File: config.mk
export PLATFORM = sky130hd
export DESIGN_NAME = linear_layer_start_fifo_ctrl
export DESIGN_NICKNAME = d
export VERILOG_FILES = /design/src/rtl/linear_layer_pkg.sv /design/src/rtl/linear_layer_start_fifo_srl.sv /design/src/rtl/linear_layer_start_fifo_ctrl.sv
export SDC_FILE = /design/constraint.sdc
export NUM_CORES = 1
export LEC_CHECK = 0
export CAP_MARGIN = 20
export CORE_AREA = 2 2 39 41
export CTS_BUF_LIST = sky130_fd_sc_hd__clkbuf_4 sky130_fd_sc_hd__clkbuf_8
export CTS_CLUSTER_DIAMETER = 100
export DETAILED_ROUTE_END_ITERATION = 12
export DIE_AREA = 0 0 41 43
export GPL_TIMING_DRIVEN = 0
export SETUP_SLACK_MARGIN = 0.5
export SLEW_MARGIN = 20
export SYNTH_ARGS = -nofsm -noshare
export SYNTH_HDL_FRONTEND = slang
export SYNTH_SLANG_ARGS = --single-unit
File: constraint.sdc
create_clock -name ap_clk -period 1.7 [get_ports ap_clk]
set_input_delay 0.17 -clock ap_clk [delete_from_list [all_inputs] [get_ports ap_clk]]
set_output_delay 0.17 -clock ap_clk [all_outputs]
set_load 0.005 [all_outputs]
File: src/rtl/linear_layer_pkg.sv
// Shared definitions for the Linear_Layer start-token plumbing.
package linear_layer_pkg;

    // Default capacity of each per-PE start-token FIFO.
    localparam int START_FIFO_DEPTH_DEFAULT = 2;

    // A start token is a single bit that releases one ap_start of the consumer PE.
    typedef logic start_token_t;

    // Address width for an SRL holding 'depth' entries; never below one bit.
    function automatic int clog2_min1(input int depth);
        if (depth <= 2) begin
            return 1;
        end
        return $clog2(depth);
    endfunction

endpackage

File: src/rtl/linear_layer_start_fifo_srl.sv
// Shift-register storage for the start-token FIFO: new data enters slot 0,
// older entries move up one slot, and any slot can be read combinationally.
module linear_layer_start_fifo_srl
    import linear_layer_pkg::*;
#(
    parameter int DATA_WIDTH = 1,
    parameter int ADDR_WIDTH = clog2_min1(START_FIFO_DEPTH_DEFAULT)
) (
    input  logic                  clk,
    input  logic                  we,
    input  logic [ADDR_WIDTH-1:0] addr,
    input  logic [DATA_WIDTH-1:0] din,
    output logic [DATA_WIDTH-1:0] dout
);

    localparam int SLOTS = 1 << ADDR_WIDTH;

    logic [DATA_WIDTH-1:0] mem [0:SLOTS-1];

    // Shift every slot up by one and load din into slot 0 on each write; no reset so it maps onto SRL primitives.
    always_ff @(posedge clk) begin
        if (we) begin
            mem[0] <= din;
            for (int i = 1; i < SLOTS; i++) begin
                mem[i] <= mem[i-1];
            end
        end
    end

    // Asynchronous read of the addressed slot, giving first-word fall-through at the head.
    always_comb begin
        dout = mem[addr];
    end

endmodule

File: src/rtl/linear_layer_start_fifo_ctrl.sv
// Pointer/flag controller turning the SRL storage into a first-word-fall-through
// FIFO. ptr marks the slot of the oldest entry; -1 means empty.
module linear_layer_start_fifo_ctrl
    import linear_layer_pkg::*;
#(
    parameter int DATA_WIDTH = 1,
    parameter int ADDR_WIDTH = clog2_min1(START_FIFO_DEPTH_DEFAULT),
    parameter int DEPTH      = START_FIFO_DEPTH_DEFAULT
) (
    input  logic                  ap_clk,
    input  logic                  ap_rst_n,
    input  logic                  if_write_ce,
    input  logic                  if_write,
    input  logic [DATA_WIDTH-1:0] if_din,
    output logic                  if_full_n,
    input  logic                  if_read_ce,
    input  logic                  if_read,
    output logic [DATA_WIDTH-1:0] if_dout,
    output logic                  if_empty_n,
    output logic [ADDR_WIDTH:0]   if_count
);

    localparam int PW = ADDR_WIDTH + 1;

    localparam logic signed [PW-1:0] PTR_ONE   = PW'(1);
    localparam logic signed [PW-1:0] PTR_ZERO  = PW'(0);
    localparam logic signed [PW-1:0] PTR_LAST  = PW'(DEPTH - 2);
    localparam logic        [PW-1:0] CNT_ONE   = PW'(1);

    logic signed [PW-1:0] ptr;
    logic                 push;
    logic                 pop;

    // Qualify requests against enables and the registered flags, so a blocked request never reaches state.
    always_comb begin
        push = if_write & if_write_ce & if_full_n;
        pop  = if_read  & if_read_ce  & if_empty_n;
    end

    // Pointer, count and flag registers; a simultaneous push and pop keeps ptr, count and flags steady while the SRL shifts.
    always_ff @(posedge ap_clk or negedge ap_rst_n) begin
        if (!ap_rst_n) begin
            ptr        <= '1;
            if_count   <= '0;
            if_empty_n <= 1'b0;
            if_full_n  <= 1'b1;
        end else if (push && !pop) begin
            ptr        <= ptr + PTR_ONE;
            if_count   <= if_count + CNT_ONE;
            if_empty_n <= 1'b1;
            if (ptr == PTR_LAST) begin
                if_full_n <= 1'b0;
            end
        end else if (pop && !push) begin
            ptr        <= ptr - PTR_ONE;
            if_count   <= if_count - CNT_ONE;
            if_full_n  <= 1'b1;
            if (ptr == PTR_ZERO) begin
                if_empty_n <= 1'b0;
            end
        end
    end

    linear_layer_start_fifo_srl #(
        .DATA_WIDTH (DATA_WIDTH),
        .ADDR_WIDTH (ADDR_WIDTH)
    ) u_srl (
        .clk  (ap_clk),
        .we   (push),
        .addr (ptr[ADDR_WIDTH-1:0]),
        .din  (if_din),
        .dout (if_dout)
    );

endmodule

==> flow_metrics.tcl <==
set metrics [dict create \
    grt_usage_pct 10.6 \
    io_buffers 11 \
    grt_pass1_vias 253 \
    grt_start_max_net_pins 7 \
    drive_above_1_share_pct 54.0 \
    place_hpwl_um 484 \
    cts_tree "done" \
    use_met3_pct 4.71 \
    pwr-share-seq_pct 51.1 \
    rsz0062_at_grt "yes" \
    min_period_over_period_pct 85.2 \
    dieArea_um2 1760 \
    die_w_um 41 \
    num_vias 281 \
    grt_overflow 0 \
    slew_viol_final 0 \
    power_density_nw_per_um2 589 \
    start_util_pct 27.4 \
    yosysWarnings 0 \
    dpl_cell_area_um2 529 \
    row_count 14 \
    htreeDepth 1 \
    syn_to_final_growth_pct 72.6 \
    core_um2 1380 \
    switching_share_pct 18.3 \
    final_nets 61 \
    cts_buffers 3 \
    hold_viol_final 0 \
    dr.pass1.iters 3 \
    yosys-top-cells-area "dfstp_2, dfrtp_1, edfxtp_1" \
    dp.cells 57 \
    clockPowerShare_pct 44.1 \
    routed_wl_um 785 \
    multi_input_area_um2 233 \
    root_buffer "clkbuf_4" \
    clock.fmax_mhz 690 \
    critPathRequiredTime_ps 1830 \
    met2_usage_pct 14.7 \
    final_antenna_net_count 0 \
    grt_pass1_wl_um 1110 \
    start_kind "flip-flop" \
    holdWs_ps 165 \
    finClkSkew_ps 1.50 \
    grt-busiest-layer "met2" \
    antenna_found_initial 0 \
    synth_area_leader_cell "dfstp_2" \
    min_period_ps 1450 \
    ios 12 \
    cp_max_fo 2 \
    power.internal_uw 315 \
    setup.worst_path.end_class "flip-flop" \
    setup_viol 0 \
    viasPerCell 4.26 \
    netlist_area_um2 379 \
    antennaDiodeCount 0 \
    power_uw 386 \
    path_class "flip-flop to flip-flop" \
    synth-seq-cells 8 \
    status "finished clean" \
    gp_congestion 0.677 \
    netlist_instances 30 \
    drc 0 \
    switching_power_uw 70.4 \
    cts_buffer_depth 2 \
    max_cap_viol_count 0 \
    design_area_um2 654 \
    ff2ff_setup_slack_ps 250 \
    yosysTopAreaCellShare_pct 20.8 \
    n_fill_cell 133 \
    avgRoutedWirePerCell_um 11.9 \
    hp-class "input pin to async pin" \
    leakagePower_uw 0.000314 \
    tightest_slew_ps 286 \
    cts.clk_slew.worst_paths_ps 50 \
    final_cells 66 \
    synth_cell_types 14 \
    cts_sinks 8 \
    clock_latency_ps 250 \
    die_height_um 43 \
    max_slew_margin_pct 80.9 \
    worstPathArrival_ps 1580 \
    drt_iter0_markers 3 \
    avgSynthCellArea_um2 12.6 \
    seqCellArea_um2 214 \
    peakVddDrop_uv 306 \
    syn_nets 40 \
    ys_seq_area_share_pct 56.4 \
    combinationalPowerShare_pct 4.8 \
    grt_use_met1_pct 11.1 \
]
power groups by stage:
stage                     Combinational, µW  Clock [µW]  Sequential, µW
after floorplan                      0.0624           0             200
after global placement                 16.4           0             200
after detailed placement               16.8           0             200
after CTS                              17.7         180             197
after global routing                   19.7         192             197
final                                  18.4         170             197
area by class of cell:
class / count / area share (%)
inverter: 3 / 1.72
clock buffer: 4 / 4.59
tap: 16 / 3.06
multi-input combinational: 19 / 35.6
timing repair buffer: 16 / 22.4
sequential: 8 / 32.7
registers in the layout (all words and copies together), names as in the netlist:
name / cells
if_full_n: 1
ptr: 2
if_empty_n: 1
u_srl.mem: 2
if_count: 2
synth_stat cells:
| library cell | instances |
|---|---|
| mux2_1 | 1 |
| nor2_1 | 2 |
| o21bai_1 | 1 |
| dfstp_2 | 3 |
| ha_1 | 3 |
| xnor2_1 | 2 |
| dfrtp_1 | 3 |
| a21oi_1 | 2 |
| xor2_1 | 4 |
| nand3_1 | 2 |
| edfxtp_1 | 2 |
| mux2_2 | 1 |
| inv_1 | 3 |
| nor2_2 | 1 |
what timing repair did:
action,4_1_cts,5_1_grt
setup endpoints to repair,9,8
hold buffers,0,0
buffers inserted,5,0
pin swaps,2,4
gates resized for setup,13,10
hold endpoints to repair,0,0
final timing paths:
kind | from | to | cells past startpoint
worst min register to register | u_srl.mem[0]$_DFFE_PP_ | u_srl.mem[1]$_DFFE_PP_ | 0
min in group ap_clk | u_srl.mem[0]$_DFFE_PP_ | u_srl.mem[1]$_DFFE_PP_ | 0
worst max register to register | if_full_n$_DFFE_PN1P_ | if_empty_n$_DFFE_PN0P_ | 4
worst max-delay path | if_full_n$_DFFE_PN1P_ | if_empty_n$_DFFE_PN0P_ | 4
max in group asynchronous | ap_rst_n | if_full_n$_DFFE_PN1P_ | 1
worst min-delay path | ap_rst_n | if_count[0]$_DFFE_PN0P_ | 1
critical path, stage by stage, from the launching register on:
cell      delay, ps
dfstp_2         550
nand3_4          80
ha_4            270
o21bai_1        100
mux2_1          330
cells in the final DEF (no fill, tap or decap):
| cell | count |
|---|---|
| nor2_1 | 1 |
| inv_1 | 1 |
| ha_4 | 2 |
| edfxtp_1 | 2 |
| a21oi_1 | 2 |
| dlygate4sd2_1 | 3 |
| mux2_4 | 1 |
| nor2_2 | 1 |
| dfstp_2 | 3 |
| nand3_4 | 1 |
| inv_2 | 2 |
| dfrtp_1 | 3 |
| buf_4 | 5 |
| clkdlybuf4s15_2 | 1 |
| nand3_2 | 1 |
| o21bai_1 | 1 |
| xnor2_2 | 2 |
| clkbuf_4 | 4 |
| xor2_2 | 1 |
| nor2_4 | 1 |
| clkdlybuf4s50_1 | 6 |
| ha_2 | 1 |
| buf_6 | 1 |
| mux2_1 | 1 |
| xor2_1 | 3 |
logic make-up after synthesis:
logic type / after synthesis / synth area share, %
buffers and inverters: 3 / 2.97
xor gates and xnor gates: 6 / 13.9
muxes: 2 / 5.94
DFF: 8 / 56.4
AOI/OAI and AO/OA: 3 / 4.62
adders and majority gates: 3 / 9.90
and+or+nand+nor: 5 / 6.27
routing by layer:
layer / routed length (µm) / up-vias / share of wire [%]
met5: 0 / - / 0
met4: 8 / 0 / 1.0
met3: 48 / 2 / 6.1
met2: 419 / 7 / 53
met1: 308 / 134 / 39
li1: - / 138 / -
stage by stage:
| stage | worst slack, ps | TNS (ps) | utilization, % |
|---|---|---|---|
| after floorplan | 230 | 0 | - |
| after global placement | 20.8 | 0 | 38.2 |
| after detailed placement | -10.9 | -10.9 | 38.2 |
| after CTS | 244 | 0 | 43.3 |
| after global routing | 198 | 0 | 47.3 |
| final | 251 | 0 | 47.3 |
No activity file was read; power rests on OpenSTA's default activity.
